<file path="config.mk">
export PLATFORM = sky130hd
export DESIGN_NAME = time_entry_decoder
export DESIGN_NICKNAME = d
export VERILOG_FILES = /design/src/rtl/time_entry_decoder_pkg.sv /design/src/rtl/time_entry_decoder_bcd2_to_bin.sv /design/src/rtl/time_entry_decoder.sv
export SDC_FILE = /design/constraint.sdc
export NUM_CORES = 1
export LEC_CHECK = 0
export CORE_MARGIN = 2
export CORE_UTILIZATION = 45
export DETAILED_ROUTE_END_ITERATION = 10
export PLACE_DENSITY = 0.76
export SYNTH_ARGS = -nofsm -noshare
export SYNTH_HDL_FRONTEND = slang
export SYNTH_SLANG_ARGS = --single-unit
</file>
<file path="constraint.sdc">
create_clock -name clk -period 4.79 [get_ports clk]
set_clock_uncertainty 0.05 [all_clocks]
set_input_delay 0.479 -clock clk [delete_from_list [all_inputs] [get_ports clk]]
set_output_delay 0.479 -clock clk [all_outputs]
set_load 0.01 [all_outputs]
</file>
<file path="src/rtl/time_entry_decoder_pkg.sv">
// Shared constants, state encoding and nibble layout for keypad time entry.
package time_entry_decoder_pkg;

  localparam int DIGITS_PER_TIME = 6;
  localparam int NIBBLE_W        = 4;

  // Nibble positions within the 32-bit entry echo (nibble 0 = bits [3:0]).
  localparam int NIB_H10 = 7;
  localparam int NIB_H1  = 6;
  localparam int NIB_M10 = 5;
  localparam int NIB_M1  = 4;
  localparam int NIB_S10 = 3;
  localparam int NIB_S1  = 2;

  typedef enum logic [1:0] {
    IDLE    = 2'd0,
    COLLECT = 2'd1,
    CHECK   = 2'd2,
    REPORT  = 2'd3
  } state_t;

  // Bit offset of the nibble that receives the next digit, given how many
  // digits have already been captured (0..5).
  function automatic logic [4:0] nib_lsb(input logic [2:0] captured);
    logic [2:0] nib;
    nib = 3'(NIB_H10) - captured;
    return {nib, 2'b00};
  endfunction

endpackage

</file>
<file path="src/rtl/time_entry_decoder_bcd2_to_bin.sv">
// Two-digit BCD to binary: tens*8 + tens*2 + ones, no multiplier.
module bcd2_to_bin (
  input  logic [3:0] tens,
  input  logic [3:0] ones,
  output logic [6:0] bin
);

  // Shift-add conversion; inputs are already limited to 0..9 so 7 bits suffice.
  assign bin = {tens, 3'b000} + {2'b00, tens, 1'b0} + {3'b000, ones};

endmodule

</file>
<file path="src/rtl/time_entry_decoder.sv">
// Collects six BCD digits (HH MM SS), range-checks them and publishes
// binary hour/min/second with a valid or error pulse.
//
// state   | meaning
// IDLE    | waiting for the first digit (H10)
// COLLECT | capturing H1..S1 into the echo register
// CHECK   | one cycle: convert and range-check, latch result if legal
// REPORT  | one cycle: emit time_valid or time_err, clear the entry
module time_entry_decoder
  import time_entry_decoder_pkg::*;
#(
  parameter int MAX_HOUR   = 23,
  parameter int MAX_MINSEC = 59
) (
  input  logic        clk,
  input  logic        rst,
  input  logic [3:0]  digit,
  input  logic        digit_valid,
  output logic        digit_ready,
  input  logic        clear,
  output logic [5:0]  hour,
  output logic [5:0]  min,
  output logic [5:0]  second,
  output logic        time_valid,
  output logic        time_err,
  output logic [2:0]  digit_cnt,
  output logic [31:0] entry_disp
);

  localparam logic [6:0] MAX_H      = 7'(MAX_HOUR);
  localparam logic [6:0] MAX_MS     = 7'(MAX_MINSEC);
  localparam bit         TWELVE_HR  = (MAX_HOUR == 12);
  localparam logic [2:0] LAST_IDX   = 3'(DIGITS_PER_TIME - 1);

  state_t     state, state_nxt;
  logic       take;
  logic       digit_bad;
  logic [4:0] cap_lsb;
  logic [6:0] h_bin, m_bin, s_bin;
  logic       in_range;
  logic       pass_q;

  assign take      = digit_valid && digit_ready && !clear;
  assign digit_bad = (digit > 4'd9);
  assign cap_lsb   = nib_lsb(digit_cnt);

  bcd2_to_bin u_hour_conv (
    .tens (entry_disp[NIB_H10*NIBBLE_W +: NIBBLE_W]),
    .ones (entry_disp[NIB_H1*NIBBLE_W  +: NIBBLE_W]),
    .bin  (h_bin)
  );

  bcd2_to_bin u_min_conv (
    .tens (entry_disp[NIB_M10*NIBBLE_W +: NIBBLE_W]),
    .ones (entry_disp[NIB_M1*NIBBLE_W  +: NIBBLE_W]),
    .bin  (m_bin)
  );

  bcd2_to_bin u_sec_conv (
    .tens (entry_disp[NIB_S10*NIBBLE_W +: NIBBLE_W]),
    .ones (entry_disp[NIB_S1*NIBBLE_W  +: NIBBLE_W]),
    .bin  (s_bin)
  );

  // A 12-hour build has no hour zero.
  assign in_range = (h_bin <= MAX_H) && (m_bin <= MAX_MS) && (s_bin <= MAX_MS) &&
                    (!TWELVE_HR || (h_bin != 7'd0));

  // State register.
  always_ff @(posedge clk or posedge rst) begin
    if (rst) state <= IDLE;
    else     state <= state_nxt;
  end

  // Next-state and handshake readiness.
  always_comb begin
    state_nxt   = state;
    digit_ready = (state == IDLE) || (state == COLLECT);
    case (state)
      IDLE: begin
        if (take && !digit_bad) state_nxt = COLLECT;
      end
      COLLECT: begin
        if (take) begin
          if (digit_bad)                  state_nxt = IDLE;
          else if (digit_cnt == LAST_IDX) state_nxt = CHECK;
        end
      end
      CHECK:   state_nxt = REPORT;
      REPORT:  state_nxt = IDLE;
      default: state_nxt = IDLE;
    endcase
    if (clear) state_nxt = IDLE;
  end

  // Digit capture, result latching and status pulses.
  always_ff @(posedge clk or posedge rst) begin
    if (rst) begin
      digit_cnt  <= '0;
      entry_disp <= '0;
      hour       <= '0;
      min        <= '0;
      second     <= '0;
      time_valid <= 1'b0;
      time_err   <= 1'b0;
      pass_q     <= 1'b0;
    end else begin
      time_valid <= 1'b0;
      time_err   <= 1'b0;
      if (clear) begin
        digit_cnt  <= '0;
        entry_disp <= '0;
      end else begin
        case (state)
          IDLE, COLLECT: begin
            if (take) begin
              if (digit_bad) begin
                time_err   <= 1'b1;
                digit_cnt  <= '0;
                entry_disp <= '0;
              end else begin
                entry_disp[cap_lsb +: NIBBLE_W] <= digit;
                digit_cnt                       <= digit_cnt + 3'd1;
              end
            end
          end
          CHECK: begin
            pass_q <= in_range;
            if (in_range) begin
              hour   <= h_bin[5:0];
              min    <= m_bin[5:0];
              second <= s_bin[5:0];
            end
          end
          REPORT: begin
            time_valid <= pass_q;
            time_err   <= !pass_q;
            digit_cnt  <= '0;
            entry_disp <= '0;
          end
          default: ;
        endcase
      end
    end
  end

endmodule

</file>
=== Word-level counts from Yosys, hierarchy flattened ===
Index checks and enable logic that the tools add are counted.

* Reduce and logical (&&, ||, !) cells: 16
* Shift operators: 2
* $add $sub $neg: 9
* Equality and inequality tests: 8
* Bitwise gates (word level): 1
* Magnitude comparators: 4
* Muxes and demuxes: 21

{| class="wikitable"
|+ Operators with widths
! operator !! count
|-
| 32-bit two-way mux || 3
|-
| 32-bit one-hot mux with 2 select lines || 1
|-
| 32-bit bitwise mux || 1
|-
| 4-bit by 7-bit variable shift with 32-bit output, first input constant || 1
|-
| 4-bit by 7-bit indexed part select with 32-bit output || 1
|-
| 7-bit by 4-bit adder with 7-bit output || 3
|-
| 7-bit by 5-bit adder with 7-bit output || 3
|-
| 7-bit by 6-bit less-or-equal comparator with 1-bit output, second input constant || 2
|-
| 2-bit two-way mux || 5
|-
| 3-bit two-way mux || 3
|-
| 2-bit one-hot mux with 4 select lines || 1
|-
| 7-bit by 5-bit less-or-equal comparator with 1-bit output, second input constant || 1
|-
| 5-bit negator with 7-bit output || 1
|-
| 3-bit != test, second input constant || 2
|-
| 3-bit one-hot mux with 2 select lines || 1
|-
| 3-bit AND reduction || 2
|-
| 1-bit logical AND || 5
|-
| 1-bit two-way mux || 5
|-
| 2-bit equality test, second input constant || 2
|-
| 4-bit > comparator, second input constant || 1
|-
| 4-bit by 3-bit != test with 1-bit output, second input constant || 1
|-
| 2-bit AND reduction || 2
|-
| 3-bit by 1-bit adder with 3-bit output, second input constant || 1
|-
| 3-bit equality test, second input constant || 1
|-
| other kinds (10) || 12
|}

* Word-level logic and storage cells: 70
* Register bits after elaboration: 58
* Bits of input ports: 8

=== Logic depth before layout (Yosys ltp) ===
* Depth in word-level cells: 8
* Mapped depth: 11
* Mapped depth without buffers: 10

=== Cells and area by module ===
From an unflattened synthesis, not the netlist that was laid out.

* Cells, all modules: 317
* Area, all modules: 3342.0 um2

{| class="wikitable"
|+ By module, submodules not included
! module !! instances !! cells an instance !! area each (um2) !! seq. area each (um2)
|-
| time_entry_decoder || 1 || 236 || 2651.3 || 1451.4
|-
| bcd2_to_bin || 3 || 27 || 230.2 || 0.0
|}

=== Least setup slack after synthesis ===
Ideal clock, no wire load.

* Path kind: reg-to-reg
* From: register entry_disp[11]
* To: register hour[1]
* Cell stages (with the launch flop): 11
* Arrival time: 2.866 ns
* Data required time: 4.615 ns
* Slack: 1.749 ns
* Cell sequence: dfrtp_1 > inv_1 > fa_1 > fa_1 > nand2b_1 > a21oi_1 > xor2_1 > nor4_2 > nand4_4 > buf_6 > mux2_4

* Longest elaborated chain between the ends: 4

{| class="wikitable"
|+ RTL lines
! element !! RTL line !! RTL
|-
| start, declared || time_entry_decoder.sv:27 || <nowiki>output logic [31:0] entry_disp</nowiki>
|-
| start signal, assigned by index || time_entry_decoder.sv:122 || <nowiki>entry_disp[cap_lsb +: NIBBLE_W] <= digit;</nowiki>
|-
| 7-bit by 4-bit adder with 7-bit output || time_entry_decoder_bcd2_to_bin.sv:9 || <nowiki>assign bin = {tens, 3'b000} + {2'b00, tens, 1'b0} + {3'b000, ones};</nowiki>
|-
| 7-bit by 6-bit less-or-equal comparator with 1-bit output || time_entry_decoder.sv:66 || <nowiki>assign in_range = (h_bin <= MAX_H) && (m_bin <= MAX_MS) && (s_bin <= MAX_MS) &&</nowiki>
|-
| 1-bit logical AND || time_entry_decoder.sv:66 ||
|-
| 3-bit AND reduction (no line) || - ||
|-
| end signal, assigned || time_entry_decoder.sv:130 || <nowiki>hour <= h_bin[5:0];</nowiki>
|-
| end, declared || time_entry_decoder.sv:21 || <nowiki>output logic [5:0] hour,</nowiki>
|}

Every way passes these cells.
A chain may end at the register's enable or synchronous reset.

=== Final worst setup path ===
* From: register entry_disp[11]
* To: register second[5]

* Longest elaborated chain between the ends: 4

{| class="wikitable"
|+ RTL lines
! element !! RTL line !! RTL
|-
| 7-bit by 4-bit adder with 7-bit output * || time_entry_decoder_bcd2_to_bin.sv:9 ||
|-
| 7-bit by 6-bit less-or-equal comparator with 1-bit output || time_entry_decoder.sv:66 ||
|-
| 1-bit logical AND || time_entry_decoder.sv:66 ||
|-
| 3-bit AND reduction (no line) || - ||
|-
| end signal, assigned || time_entry_decoder.sv:132 || <nowiki>second <= s_bin[5:0];</nowiki>
|-
| end, declared || time_entry_decoder.sv:23 || <nowiki>output logic [5:0] second,</nowiki>
|}

Every way passes the cells marked *; elsewhere a longest branch is shown, timed or not.

==> results.yml <==
status:
  status: "complete, no violations"
power_and_ir_drop:
  total_power_mw: 1.12
  cellPowerDensity_nw_per_um2: 280
  peakVddDrop_mv: 0.149
  p_leak_nw: 1.91
clock_network:
  numCtsBuffers: 9
  cts_buffer_depth: 2
  clock-sinks: 58
  root_buffer: "clkbuf_8"
  h-tree-depth: 3
  cts_setup_buffers: 0
  clk_pin_slew_ps: 70
  cts_tree: "built"
  cts_resized: 0
  ctsHoldBuffers: 0
  clock_latency_ps: 340
final_layout:
  synthToLayoutAreaGrowth_pct: 29.4
  fillers: 589
  drive_gt1_share_pct: 10.6
  fin_cells: 428
  seqCellArea_um2: 1450
  multi_input_area_um2: 1470
  layout.nets: 381
  diodes: 0
detailed_routing:
  dr.pass1.iters: 4
  vias_per_cell: 5.55
  drt_wl_total_um: 7150
  drt_iter0_markers: 97
  wire_per_inst_um: 16.7
  drc: 0
  vias: 2377
  final_antenna_net_count: 0
global_route:
  grt_use_total_pct: 20.7
  antenna_found_initial: 0
  gr-total-overflow: 0
  grt_max_degree: 59
  grt_pass1_vias: 2400
  grt_first_pass_wirelength_um: 11800
sta:
  fmax_mhz: 294
  period_minus_slack_ps: 3400
  rsz0062_at_grt: "no"
  worst_pin_slew_ps: 1240
  timing.final.crit_share_pct: 71.0
  worst_slack_ps: 1390
  slew_headroom_pct: 16.9
  slew_viol_final: 0
  setup_tns_ps: 0
  setup_viol: 0
  hold_violations: 0
hold_path:
  min_from: "hour[5]$_DFFE_PP0P_"
  hold_class: "flip-flop to flip-flop"
setup_path:
  slowest_delay_ps: 530
  worst_path_max_delay_cell: "fa_1"
  arrival_ps: 3580
  cp-end-kind: "flip-flop"
  crit_start: "entry_disp[11]$_DFFE_PP0P_"
  critical_path_class: "flip-flop to flip-flop"
  critPathBufInv: 1
  critical_path.max_fanout: 19
  crit_top_cell: "fa_1"
  start_kind: "flip-flop"
  reg2reg_from: "entry_disp[11]$_DFFE_PP0P_"
  critical_path.cell_chain: "inv_1, fa_1, fa_1, nand2b_1, a21oi_1, xor2_1, nor4_2, nand4_4, mux2_4"
  required_ps: 4970
  cp_top_family: "adder cells"
floorplan:
  dieWidth_um: 86.7
  die-area_um2: 7520
  row_count: 30
  ios: 64
  fp.dieH_um: 86.7
  core-area_um2: 6720
  start_util_pct: 45.8
yosys:
  syn_area_per_cell_um2: 11.2
  synth_fp_nets: 314
  yosys_warnings: 0
  synthCells: 276
  ys_ff_latch: 58
  ys_types: 37
  synth.cell_area_um2: 3080
  ys_seq_area_share_pct: 47.1
placement:
  globalplace.congestion: 0.795
  dp_slack_ps: 1430
  dp_hpwl_um: 5150
  place_inst: 412
  io_buffer_count: 63
flow_run:
  maxCapViolCount: 0
placed cells by master, fill, tap and decap left out, drive strengths merged:
master and count:
clkdlybuf4s50 63, dfrtp 58, inv 29, ha 24, o21ai 22, nand3 19
nand2 16, a32o 16, mux2 15, nor2 13, clkbuf 9, a21oi 8
fa 6, xnor2 5, xor2 4, mux2i 4, a21o 4, nand4b 3
nand2b 3, nand3b 3, clkinv 3, and2 2, and3 2, nor3 2
o21a 2, clkinvlp 2, bufinv 2, o211ai 1, nor4 1, nand4 1
nor3b 1, a22o 1, or3 1, o32ai 1, a211oi 1, buf 1
path summary, 6_finish.rpt:
path | end | slack [ps] | cells past startpoint
setup / recovery | second[5]$_DFFE_PP0P_ | 1390 | 9
min in group asynchronous | hour[5]$_DFFE_PP0P_ | 610 | 3
hold reg to reg | hour[5]$_DFFE_PP0P_ | 440 | 1
max in group asynchronous | min[0]$_DFFE_PP0P_ | 3600 | 3
setup reg to reg | second[5]$_DFFE_PP0P_ | 1390 | 9
hold / removal | hour[5]$_DFFE_PP0P_ | 440 | 1
synthesized netlist by cell type:
master,number,area [um^2]
o211ai_1,1,7.51
o21ai_0,22,110
o21a_1,2,15.0
buf_4,3,22.5
or3_1,1,6.26
buf_2,1,5.00
a21oi_2,1,8.76
a21o_2,1,8.76
nand2b_1,3,18.8
nand3_1,19,95.1
o32ai_1,1,8.76
and3_1,2,12.5
nor3_1,2,10.0
nand3b_1,3,22.5
a21oi_1,7,35.0
mux2_2,11,124
nor3b_1,1,7.51
nand4b_1,3,26.3
nor4_2,1,12.5
a32o_1,16,160
dfrtp_1,58,1450
buf_6,1,11.3
and2_1,2,12.5
inv_1,29,109
fa_1,6,120
mux2_4,4,60.1
xnor2_1,5,43.8
ha_1,24,300
nand2_1,16,60.1
a211oi_1,1,7.51
xor2_1,4,35.0
a22o_1,1,8.76
clkbuf_1,3,11.3
nor2_1,13,48.8
nand4_4,1,21.3
mux2i_1,4,40.0
a21o_1,3,22.5
metal layers:
layer,GRT usage [%],vias up,wire [um]
li1,-,1119,-
met1,27.2,1184,3310
met2,33.5,56,3440
met3,3.81,18,236
met4,9.52,0,160
met5,0,-,0
flip-flops by register name (all words and copies together), names as in the netlist:
| register | count |
|---|---|
| entry_disp | 32 |
| pass_q | 1 |
| time_valid | 1 |
| hour | 6 |
| second | 6 |
| state | 2 |
| digit_cnt | 3 |
| min | 6 |
| time_err | 1 |
area by class of cell:
class / count / share of cell area (%)
Tap cell: 80 / 2.51
Inverter: 29 / 2.73
Timing Repair Buffer: 64 / 16.0
Clock buffer: 9 / 3.11
Sequential cell: 58 / 36.4
Multi-Input combinational cell: 181 / 36.9
Clock inverter: 7 / 2.35
worst register-to-register path: cells and delay by family, from the launching register on:
kind                       cells  cell delay (ps)
muxes                          1              440
adders and majority gates      2             1010
and+or+nand+nor                3              990
buffers and inverters          1               80
AOI/OAI and AO/OA              1              200
xor gates and xnor gates       1              120
DFF                            1              390
logic make-up (layout without fill, tap and decap cells):
logic type | count (synthesis) | count (layout) | share of synthesized area (%)
AO/OA/AOI/OAI | 56 | 56 | 12.8
adder cells (fa/ha/maj) | 30 | 30 | 13.6
XOR/XNOR | 9 | 9 | 2.56
multiplexers | 19 | 19 | 7.27
flip-flops | 58 | 58 | 47.1
buffers and inverters | 37 | 109 | 5.16
AND/OR/NAND/NOR | 67 | 67 | 11.5
metrics by stage:
step | hold WS, ps | instance area [um^2] | utilization (%)
final | 441 | 3990 | 59.3
after global routing | 465 | 3990 | 59.3
after CTS | 449 | 3990 | 59.3
after detailed placement | 428 | 3770 | 56.1
after global placement | 421 | 3770 | 56.1
after floorplan | 406 | 3080 | -
report_power, final:
group	switching, mW	internal [mW]
Combinational	0.0637	0.0408
Sequential	0.0108	0.500
Clock	0.211	0.291
No activity file was read; power rests on OpenSTA's default activity.
